### src/rtl/adder_burst_accum.sv
// Burst accumulator behind the adder datapath: sums each valid/ready burst (closed by in_last
// or MAX_BEATS) and presents total, beat count and overflow. Optional: ADDER_BURST_ACCUM_SAT_EN.
module adder_burst_accum #(
    parameter  int WIDTH     = 32,
    parameter  int MAX_BEATS = 256,
    localparam int CNT_W     = $clog2(MAX_BEATS + 1)
) (
    input  logic             clk,
    input  logic             rst,
    input  logic             in_valid,
    output logic             in_ready,
    input  logic [WIDTH-1:0] in_data,
    input  logic             in_last,
    output logic             out_valid,
    input  logic             out_ready,
    output logic [WIDTH-1:0] out_sum,
    output logic [CNT_W-1:0] out_count,
    output logic             out_ovf,
    output logic             out_trunc
);

    typedef enum logic [1:0] {IDLE, ACC, DONE} state_t;

    state_t           state_reg;
    logic [WIDTH-1:0] acc_reg;
    logic [CNT_W-1:0] count_reg;
    logic             ovf_reg;
    logic [WIDTH-1:0] out_sum_reg;
    logic [CNT_W-1:0] out_count_reg;
    logic             out_ovf_reg;
    logic             out_trunc_reg;
    logic             out_valid_reg;

    logic             accept;
    logic [WIDTH:0]   add_full;
    logic [WIDTH-1:0] add_sum;
    logic [WIDTH-1:0] acc_next;
    logic [CNT_W-1:0] count_next;
    logic             ovf_next;
    logic             hit_max;

    assign in_ready  = (state_reg != DONE);
    assign accept    = in_valid && in_ready;
    assign out_valid = out_valid_reg;
    assign out_sum   = out_sum_reg;
    assign out_count = out_count_reg;
    assign out_ovf   = out_ovf_reg;
    assign out_trunc = out_trunc_reg;

    assign add_full = {1'b0, acc_reg} + {1'b0, in_data};

`ifdef ADDER_BURST_ACCUM_SAT_EN
    // Once clamped, every later nonzero add carries again, so acc stays all-ones.
    assign add_sum = add_full[WIDTH] ? {WIDTH{1'b1}} : add_full[WIDTH-1:0];
`else
    assign add_sum = add_full[WIDTH-1:0];
`endif

    // The first beat of a burst loads rather than adds.
    always_comb begin
        acc_next   = add_sum;
        count_next = count_reg + CNT_W'(1);
        ovf_next   = ovf_reg | add_full[WIDTH];
        if (state_reg == IDLE) begin
            acc_next   = in_data;
            count_next = CNT_W'(1);
            ovf_next   = 1'b0;
        end
        hit_max = (count_next == CNT_W'(MAX_BEATS));
    end

    always_ff @(posedge clk or posedge rst) begin
        if (rst) begin
            state_reg     <= IDLE;
            acc_reg       <= '0;
            count_reg     <= '0;
            ovf_reg       <= 1'b0;
            out_sum_reg   <= '0;
            out_count_reg <= '0;
            out_ovf_reg   <= 1'b0;
            out_trunc_reg <= 1'b0;
            out_valid_reg <= 1'b0;
        end else begin
            case (state_reg)
                IDLE, ACC: begin
                    if (accept) begin
                        acc_reg   <= acc_next;
                        count_reg <= count_next;
                        ovf_reg   <= ovf_next;
                        if (in_last || hit_max) begin
                            state_reg     <= DONE;
                            out_sum_reg   <= acc_next;
                            out_count_reg <= count_next;
                            out_ovf_reg   <= ovf_next;
                            out_trunc_reg <= !in_last;
                            out_valid_reg <= 1'b1;
                        end else begin
                            state_reg <= ACC;
                        end
                    end
                end
                DONE: begin
                    if (out_ready) begin
                        state_reg     <= IDLE;
                        out_valid_reg <= 1'b0;
                    end
                end
                default: state_reg <= IDLE;
            endcase
        end
    end

endmodule

### config.mk
export PLATFORM = sky130hd
export DESIGN_NAME = adder_burst_accum
export DESIGN_NICKNAME = d
export VERILOG_FILES = /design/src/rtl/adder_burst_accum.sv
export SDC_FILE = /design/constraint.sdc
export NUM_CORES = 1
export LEC_CHECK = 0
export CORE_ASPECT_RATIO = 0.75
export CORE_MARGIN = 4
export CORE_UTILIZATION = 50
export DETAILED_ROUTE_END_ITERATION = 10
export GPL_ROUTABILITY_DRIVEN = 0
export PLACE_DENSITY = 0.75
export REMOVE_ABC_BUFFERS = 1
export SYNTH_ARGS = -nofsm -noshare
export SYNTH_HDL_FRONTEND = slang
export SYNTH_SLANG_ARGS = --single-unit
### constraint.sdc
create_clock -name clk -period 5.82 [get_ports clk]
set_input_delay 1.164 -clock clk [delete_from_list [all_inputs] [get_ports clk]]
set_output_delay 1.164 -clock clk [all_outputs]
set_load 0.02 [all_outputs]
==> impl_metrics.csv, run 1 <==
group,metric,value,unit
synth,synth_edf_count,0,
synth,synth_top_area_frac,0.402,
power,power.switching,1.44,mW
floorplanning,chipHeight,98.7,µm
setup_path,cpLargestDelayFamily,"compound AO/OA/AOI/OAI gates",
drt,vias,4761,
sta,max_clock_freq,0.260,GHz
synth,synth.ff_latch_count,88,
clock_tree,clockBufferDepth,2,
power,cellInternalPower,2.00,mW
cells_and_area,num_antenna_cells,0,
clock_tree,clk-insertion-delay-late,340,ps
cells_and_area,layout-drive-gt1-share,0.0634,
clock_tree,clock_sink_count,88,
setup_path,crit_required,6030,ps
sta,final.period_utilization,0.662,
drt,detail-route-antenna-nets,0,
power,power_frac_seq,0.287,
flow_run,max_cap_violations,0,
floorplanning,floorplan_core_area,10500,µm²
setup_path,timing.critical_path.to_type,"flip-flop",
setup_path,buffers_and_inverters_on_the_worst_path,1,
sta,final-hold-violation-count,0,
drt,viasPerCell,5.74,
setup_path,cp.arrival,4060,ps
setup_path,critical_setup_path_kind,"in -> reg",
sta,layout_setup_ws,1970,ps
synth,yosys_warnings,0,
synth,synth.avg_cell_area,8.79,µm²
drt,drc,0,
setup_path,critical-path-max-stage-delay,420,ps
placement,numPlacedInstances,814,
floorplanning,io-pin-count,82,
drt,wl_per_cell,16.1,µm
sta,setup_viol_count_final,0,
drt,drt_pass1_iterations,4,
grt,overflow,0,
cells_and_area,layout.cell_area.non_filler,6700,µm²
power,comb_power_share,0.539,
synth,ys_dominant_reg_cell,"sky130_fd_sc_hd__dfrtp_1",
drt,route.final.wire_length,13.4,mm
cells_and_area,layout.nets,760,
sta,maxSlewHeadroom,0.355,
min_path,worst_min_delay_path_class,"reg -> reg",
clock_tree,cts_h_tree_lvls,3,
synth,post_synth_inst_count,624,
placement,cell_area_after_placement,6400,µm²
grt,track_usage,0.221,
status,outcome,"complete, no violations",
clock_tree,postCtsHoldBufs,0,
power,p_clk_frac,0.174,
power,total_power,3.44,mW
sta,fin_skew,7.31,ps
floorplanning,placement_rows,32,
synth,synth_async_sr_flop_share,1.00,
setup_path,crit_fanout,5,
power,p_per_area,513,nW/µm²
cells_and_area,area_growth,22.3,%
sta,fin_hold_ws,478,ps
cells_and_area,layout.cells.non_filler,830,
setup_path,crit_slowest_cell,"sky130_fd_sc_hd__clkdlybuf4s50_1",
drt,first_iter_violations,386,
grt,initial_antenna_violation_count,0,
grt,grt_pass1_vias,4795,
clock_tree,cts_inserted_buffers,9,
synth,seq_area_frac_synth,0.402,
floorplanning,initial_core_util,0.523,
sta,max_slew.worst_pin.slew,965,ps
grt,grt_first_pass_wirelength,23.2,mm
floorplanning,dieArea,12700,µm²
sta,grt_setup_unrepaired,"no",
sta,timing.final.max_slew_violations,0,
clock_tree,clkSlewWorstSetupHoldPaths,70,ps
setup_path,crit_path_cell_trace,"clkdlybuf4s50_1, ha_1, fa_1, a21o_1, a221o_2, a32oi_2, and4_4, o31ai_4, a31oi_4, mux2i_1, o211ai_1",
placement,i_o_buffers,81,
sta,fin_tns_setup,0,ps
synth,yosys.area.top_type,"sky130_fd_sc_hd__dfrtp_1",
cells_and_area,final_util,0.639,
placement,detailedPlace.worstSlack,1640,ps
synth,synth.area.top_cells,"sky130_fd_sc_hd__dfrtp_1 40%, sky130_fd_sc_hd__ha_1 7.5%, sky130_fd_sc_hd__nand2_1 7.4%",
power,cellLeakagePower,2.98,nW
grt,maximum_number_of_pins_on_one_net_before_global_route_repair,76,
sta,period_minus_slack,3850,ps
clock_tree,post_cts.repair.setup_buffers,0,
clock_tree,cts_tree,"yes",
floorplanning,fp.dieW,129,µm
synth,yosysUniqueCellTypes,68,
synth,syn-cell-area,5480,µm²
clock_tree,cts-root-buf,"sky130_fd_sc_hd__clkbuf_16",
placement,post-dp-hpwl,9.55,mm
setup_path,critPathLaunchType,"primary input",
power,peakVddDrop,281,µV
clock_tree,ctsResizeCount,0,
power,power.share.switching,0.418,
## final timing paths
kind	endpoint	slack, ps	from	cells after the start
hold / removal	out_count[0]	480	out_count[0]	1
max in group asynchronous	acc_reg[19]	3520	rst	3
hold reg to reg	out_count[0]	480	out_count[0]	1
setup reg to reg	out_sum[30]	2520	count_reg[0]	10
setup / recovery	out_sum[30]	1970	in_data[0]	11
min in group asynchronous	out_sum[2]	1170	rst	2
## cell usage after synthesis, types with 2 or more instances
cell,number
sky130_fd_sc_hd__a211o_1,3
sky130_fd_sc_hd__a211oi_1,2
sky130_fd_sc_hd__a211oi_2,2
sky130_fd_sc_hd__a21boi_0,2
sky130_fd_sc_hd__a21o_1,17
sky130_fd_sc_hd__a21oi_1,40
sky130_fd_sc_hd__a221oi_1,2
sky130_fd_sc_hd__a2bb2oi_1,2
sky130_fd_sc_hd__a31oi_1,5
sky130_fd_sc_hd__a41oi_1,3
sky130_fd_sc_hd__a41oi_2,2
sky130_fd_sc_hd__and2_1,4
sky130_fd_sc_hd__and3_1,2
sky130_fd_sc_hd__buf_1,4
sky130_fd_sc_hd__buf_2,7
sky130_fd_sc_hd__clkbuf_1,23
sky130_fd_sc_hd__dfrtp_1,88
sky130_fd_sc_hd__ha_1,33
sky130_fd_sc_hd__inv_1,9
sky130_fd_sc_hd__mux2_1,2
sky130_fd_sc_hd__mux2i_1,14
sky130_fd_sc_hd__nand2_1,108
sky130_fd_sc_hd__nand2b_1,4
sky130_fd_sc_hd__nand3_1,13
sky130_fd_sc_hd__nand3b_1,2
sky130_fd_sc_hd__nand4_1,4
sky130_fd_sc_hd__nor2_1,38
sky130_fd_sc_hd__nor2b_1,3
sky130_fd_sc_hd__nor3_1,8
sky130_fd_sc_hd__o211ai_1,5
sky130_fd_sc_hd__o21a_1,9
sky130_fd_sc_hd__o21ai_0,78
sky130_fd_sc_hd__o21ai_1,16
sky130_fd_sc_hd__o21bai_1,4
sky130_fd_sc_hd__o31a_1,2
sky130_fd_sc_hd__o31ai_1,3
sky130_fd_sc_hd__or2_2,4
sky130_fd_sc_hd__xnor2_1,13
sky130_fd_sc_hd__xor2_1,15
## logic make-up (layout without fill, tap and decap cells)
kind of cell,after synthesis,after routing,synth area share
compound gates,213,213,0.249
xor+xnor,28,28,0.0447
fa+ha+maj,34,34,0.0790
buf+inv,43,113,0.0310
flops,88,88,0.402
mux,17,17,0.0317
simple gates,201,201,0.162
## cell type report
class                           count  area (µm²)
Sequential cell                    88        2200
Timing Repair Buffer               88         863
Clock buffer                       11         243
Inverter                            9        35.0
Clock inverter                      5        62.6
Fill cell                         871        3790
Multi-Input combinational cell    493        3130
Tap cell                          136         170
## power by group through the flow
stage	combinational [mW]	clock (mW)	sequential, mW
floorplan	1.15	0	1.10
global placement	1.78	0	0.977
detailed placement	1.83	0	0.994
CTS	1.85	0.610	0.987
global route	2.06	0.636	1.02
finish	1.85	0.597	0.988
## routing by layer
metal,wire (µm),vias to the layer above,part of all wire,track usage
met4,173,0,0.013,0.0525
li1,-,2369,-,-
met1,6420,2271,0.48,0.315
met3,649,17,0.049,0.0509
met5,0,-,0,0
met2,6130,104,0.46,0.342
## layout by cell type, fill, tap and decap left out, drive strengths merged, types with 11 or more instances in the layout
cell	synthesis	final
nand2	108	108
clkdlybuf4s50	0	81
a21oi	40	40
dfrtp	88	88
xnor2	13	13
a21o	17	17
clkbuf	23	11
nor2	39	39
ha	33	33
o21ai	94	94
mux2i	14	14
nand3	13	13
xor2	15	15
No activity file was read; power rests on OpenSTA's default activity.
==> inputs of run 2 (changes only) <==
==> constraint.sdc (replaced) <==
create_clock -name clk -period 3.8 [get_ports clk]
set_input_delay 0.76 -clock clk [delete_from_list [all_inputs] [get_ports clk]]
set_output_delay 0.76 -clock clk [all_outputs]
set_load 0.02 [all_outputs]
==> run 2 against run 1 <==
Largest power group unchanged. Total power rose by 54%. First-iteration DRC count decreased by 2.8%. Combinational power grew 54%. Sequential cell count unchanged. Critical path type unchanged. Core utilization up 0.31 points. Die area unchanged. Final area is 0.49% higher. Worst hold slack improved by 1.4 ps.
==> impl_metrics.csv, run 2 (synthesis gave the netlist of run 1 again) <==
group,metric,value,unit
status,outcome,"complete, no violations",
placement,i_o_buffers,81,
setup_path,buffers_and_inverters_on_the_worst_path,1,
grt,overflow,0,
floorplanning,placement_rows,32,
floorplanning,chipHeight,98.7,µm
power,cellLeakagePower,3.00,nW
clock_tree,cts_h_tree_lvls,3,
cells_and_area,layout.cell_area.non_filler,6740,µm²
drt,detail-route-antenna-nets,0,
placement,post-dp-hpwl,9.67,mm
cells_and_area,num_antenna_cells,0,
grt,initial_antenna_violation_count,0,
cells_and_area,layout.nets,762,
clock_tree,clkSlewWorstSetupHoldPaths,70,ps
sta,setup_viol_count_final,0,
clock_tree,clock_sink_count,88,
power,power.switching,2.24,mW
floorplanning,dieArea,12700,µm²
flow_run,max_cap_violations,0,
drt,route.final.wire_length,13.5,mm
sta,fin_tns_setup,0,ps
cells_and_area,layout_common_cells,"108 x sky130_fd_sc_hd__nand2_1, 88 x sky130_fd_sc_hd__dfrtp_1, 81 x sky130_fd_sc_hd__clkdlybuf4s50_1",
setup_path,r2r_slack,890,ps
grt,groute.layer.met1.usage,0.313,
drt,drt_pass1_iterations,4,
clock_tree,cts_inserted_buffers,9,
power,peakVddDrop,409,µV
setup_path,critical_setup_path_kind,"in -> reg",
setup_path,critPathLaunch,"in_data[0]",
grt,grt_use_met2,0.357,
cells_and_area,area_growth,22.8,%
power,p_clk_frac,0.178,
setup_path,crit_required,4020,ps
drt,drc,0,
power,comb_power_share,0.538,
sta,final.period_utilization,0.892,
sta,maxSlewHeadroom,0.623,
power,p_per_area,786,nW/µm²
clock_tree,postCtsHoldBufs,0,
power,power_frac_seq,0.284,
setup_path,worst_r2r_path_depth,10,
drt,vias,4744,
cells_and_area,most_common_library_cell_in_the_layout_ignoring_fill_and_taps,"sky130_fd_sc_hd__nand2_1",
setup_path,crit_end,"out_sum[30]",
setup_path,crit_slowest_cell,"sky130_fd_sc_hd__clkdlybuf4s50_1",
clock_tree,ctsResizeCount,0,
sta,fin_skew,8.13,ps
setup_path,cp.arrival,3610,ps
grt,maximum_number_of_pins_on_one_net_before_global_route_repair,73,
clock_tree,post_cts.repair.setup_buffers,0,
grt,grt_first_pass_wirelength,23.5,mm
clock_tree,clockBufferDepth,2,
setup_path,critPathLaunchType,"primary input",
setup_path,reg2reg_to,"out_sum[30]",
power,power.share.switching,0.422,
grt,track_usage,0.224,
drt,first_iter_violations,375,
cells_and_area,storage_cell_area,2200,µm²
setup_path,cp.depth,11,
power,cellInternalPower,3.06,mW
grt,grt_pass1_vias,4868,
sta,max_slew.worst_pin.slew,566,ps
sta,max_clock_freq,0.295,GHz
grt,busiest_layer,"met2",
placement,numPlacedInstances,816,
sta,period_minus_slack,3390,ps
setup_path,timing.critical_path.to_type,"flip-flop",
setup_path,crit_path_cell_trace,"clkdlybuf4s50_1, ha_1, fa_1, a21o_1, a221o_2, a32oi_2, and4_4, o31ai_4, a31oi_4, mux2i_1, o211ai_1",
setup_path,crit_fanout,4,
clock_tree,clk-insertion-delay-late,350,ps
setup_path,critical-path-max-stage-delay,430,ps
floorplanning,io-pin-count,82,
drt,viasPerCell,5.70,
clock_tree,cts-root-buf,"sky130_fd_sc_hd__clkbuf_16",
sta,grt_setup_unrepaired,"no",
floorplanning,initial_core_util,0.523,
cells_and_area,layout-drive-gt1-share,0.0675,
setup_path,worstReg2RegStart,"acc_reg[0]",
clock_tree,cts_tree,"yes",
floorplanning,floorplan_core_area,10500,µm²
cells_and_area,layout.cells.non_filler,832,
sta,final-hold-violation-count,0,
min_path,worst_min_delay_path_class,"reg -> reg",
setup_path,cpLargestDelayFamily,"compound AO/OA/AOI/OAI gates",
cells_and_area,area_taken_by_multi_input_logic_gates,3130,µm²
cells_and_area,num-fill-cells,868,
sta,timing.final.max_slew_violations,0,
grt,global_route.usage.met3,0.0471,
placement,cell_area_after_placement,6420,µm²
floorplanning,fp.dieW,129,µm
drt,wl_per_cell,16.3,µm
run 2: power groups by stage:
stage | Sequential (mW) | Combinational (mW) | Clock [mW]
floorplan | 1.69 | 1.76 | 0
global placement | 1.50 | 2.74 | 0
detailed placement | 1.52 | 2.82 | 0
CTS | 1.51 | 2.84 | 0.963
global route | 1.55 | 3.14 | 1.01
finish | 1.50 | 2.85 | 0.942
run 2: area by class of cell:
| class | instances | area share |
|---|---|---|
| multi-input cells | 493 | 0.464 |
| inverters | 9 | 0.00520 |
| repair buffers | 90 | 0.132 |
| clock buffers | 9 | 0.0334 |
| clock inverters | 7 | 0.0126 |
| well taps | 136 | 0.0253 |
| flip-flops and latches | 88 | 0.327 |
run 2: stage by stage:
step                 util  setup WS (ps)  hold slack [ps]  power [mW]
floorplan               -           -782              454        3.45
global placement    0.612            124              461        4.24
detailed placement  0.612           71.7              469        4.33
CTS                 0.642            425              487        5.31
global route        0.642            285              508        5.70
finish              0.642            409              479        5.30
run 2: tightest hold or removal path, stage by stage (launching register included):
cell and delay [ps]:
sky130_fd_sc_hd__dfrtp_1 340, sky130_fd_sc_hd__nand2_1 50, sky130_fd_sc_hd__o21ai_0 60
run 2: how the worst min path moves through the flow:
stage	slack [ps]	depth (start not counted)	start	to
finish	480	2	out_count[4]	out_count[4]
global route	510	2	out_count[4]	out_count[4]
CTS	490	2	out_count[7]	out_count[7]
detailed placement	470	2	out_count[7]	out_count[7]
global placement	460	2	out_sum[9]	out_sum[9]
floorplan	450	2	acc_reg[0]	acc_reg[0]
run 2: layer usage:
| layer | vias to the layer above | wire length (µm) |
|---|---|---|
| met2 | 122 | 6170 |
| met4 | 0 | 150 |
| met1 | 2250 | 6350 |
| li1 | 2360 | - |
| met5 | - | 0 |
| met3 | 12 | 877 |
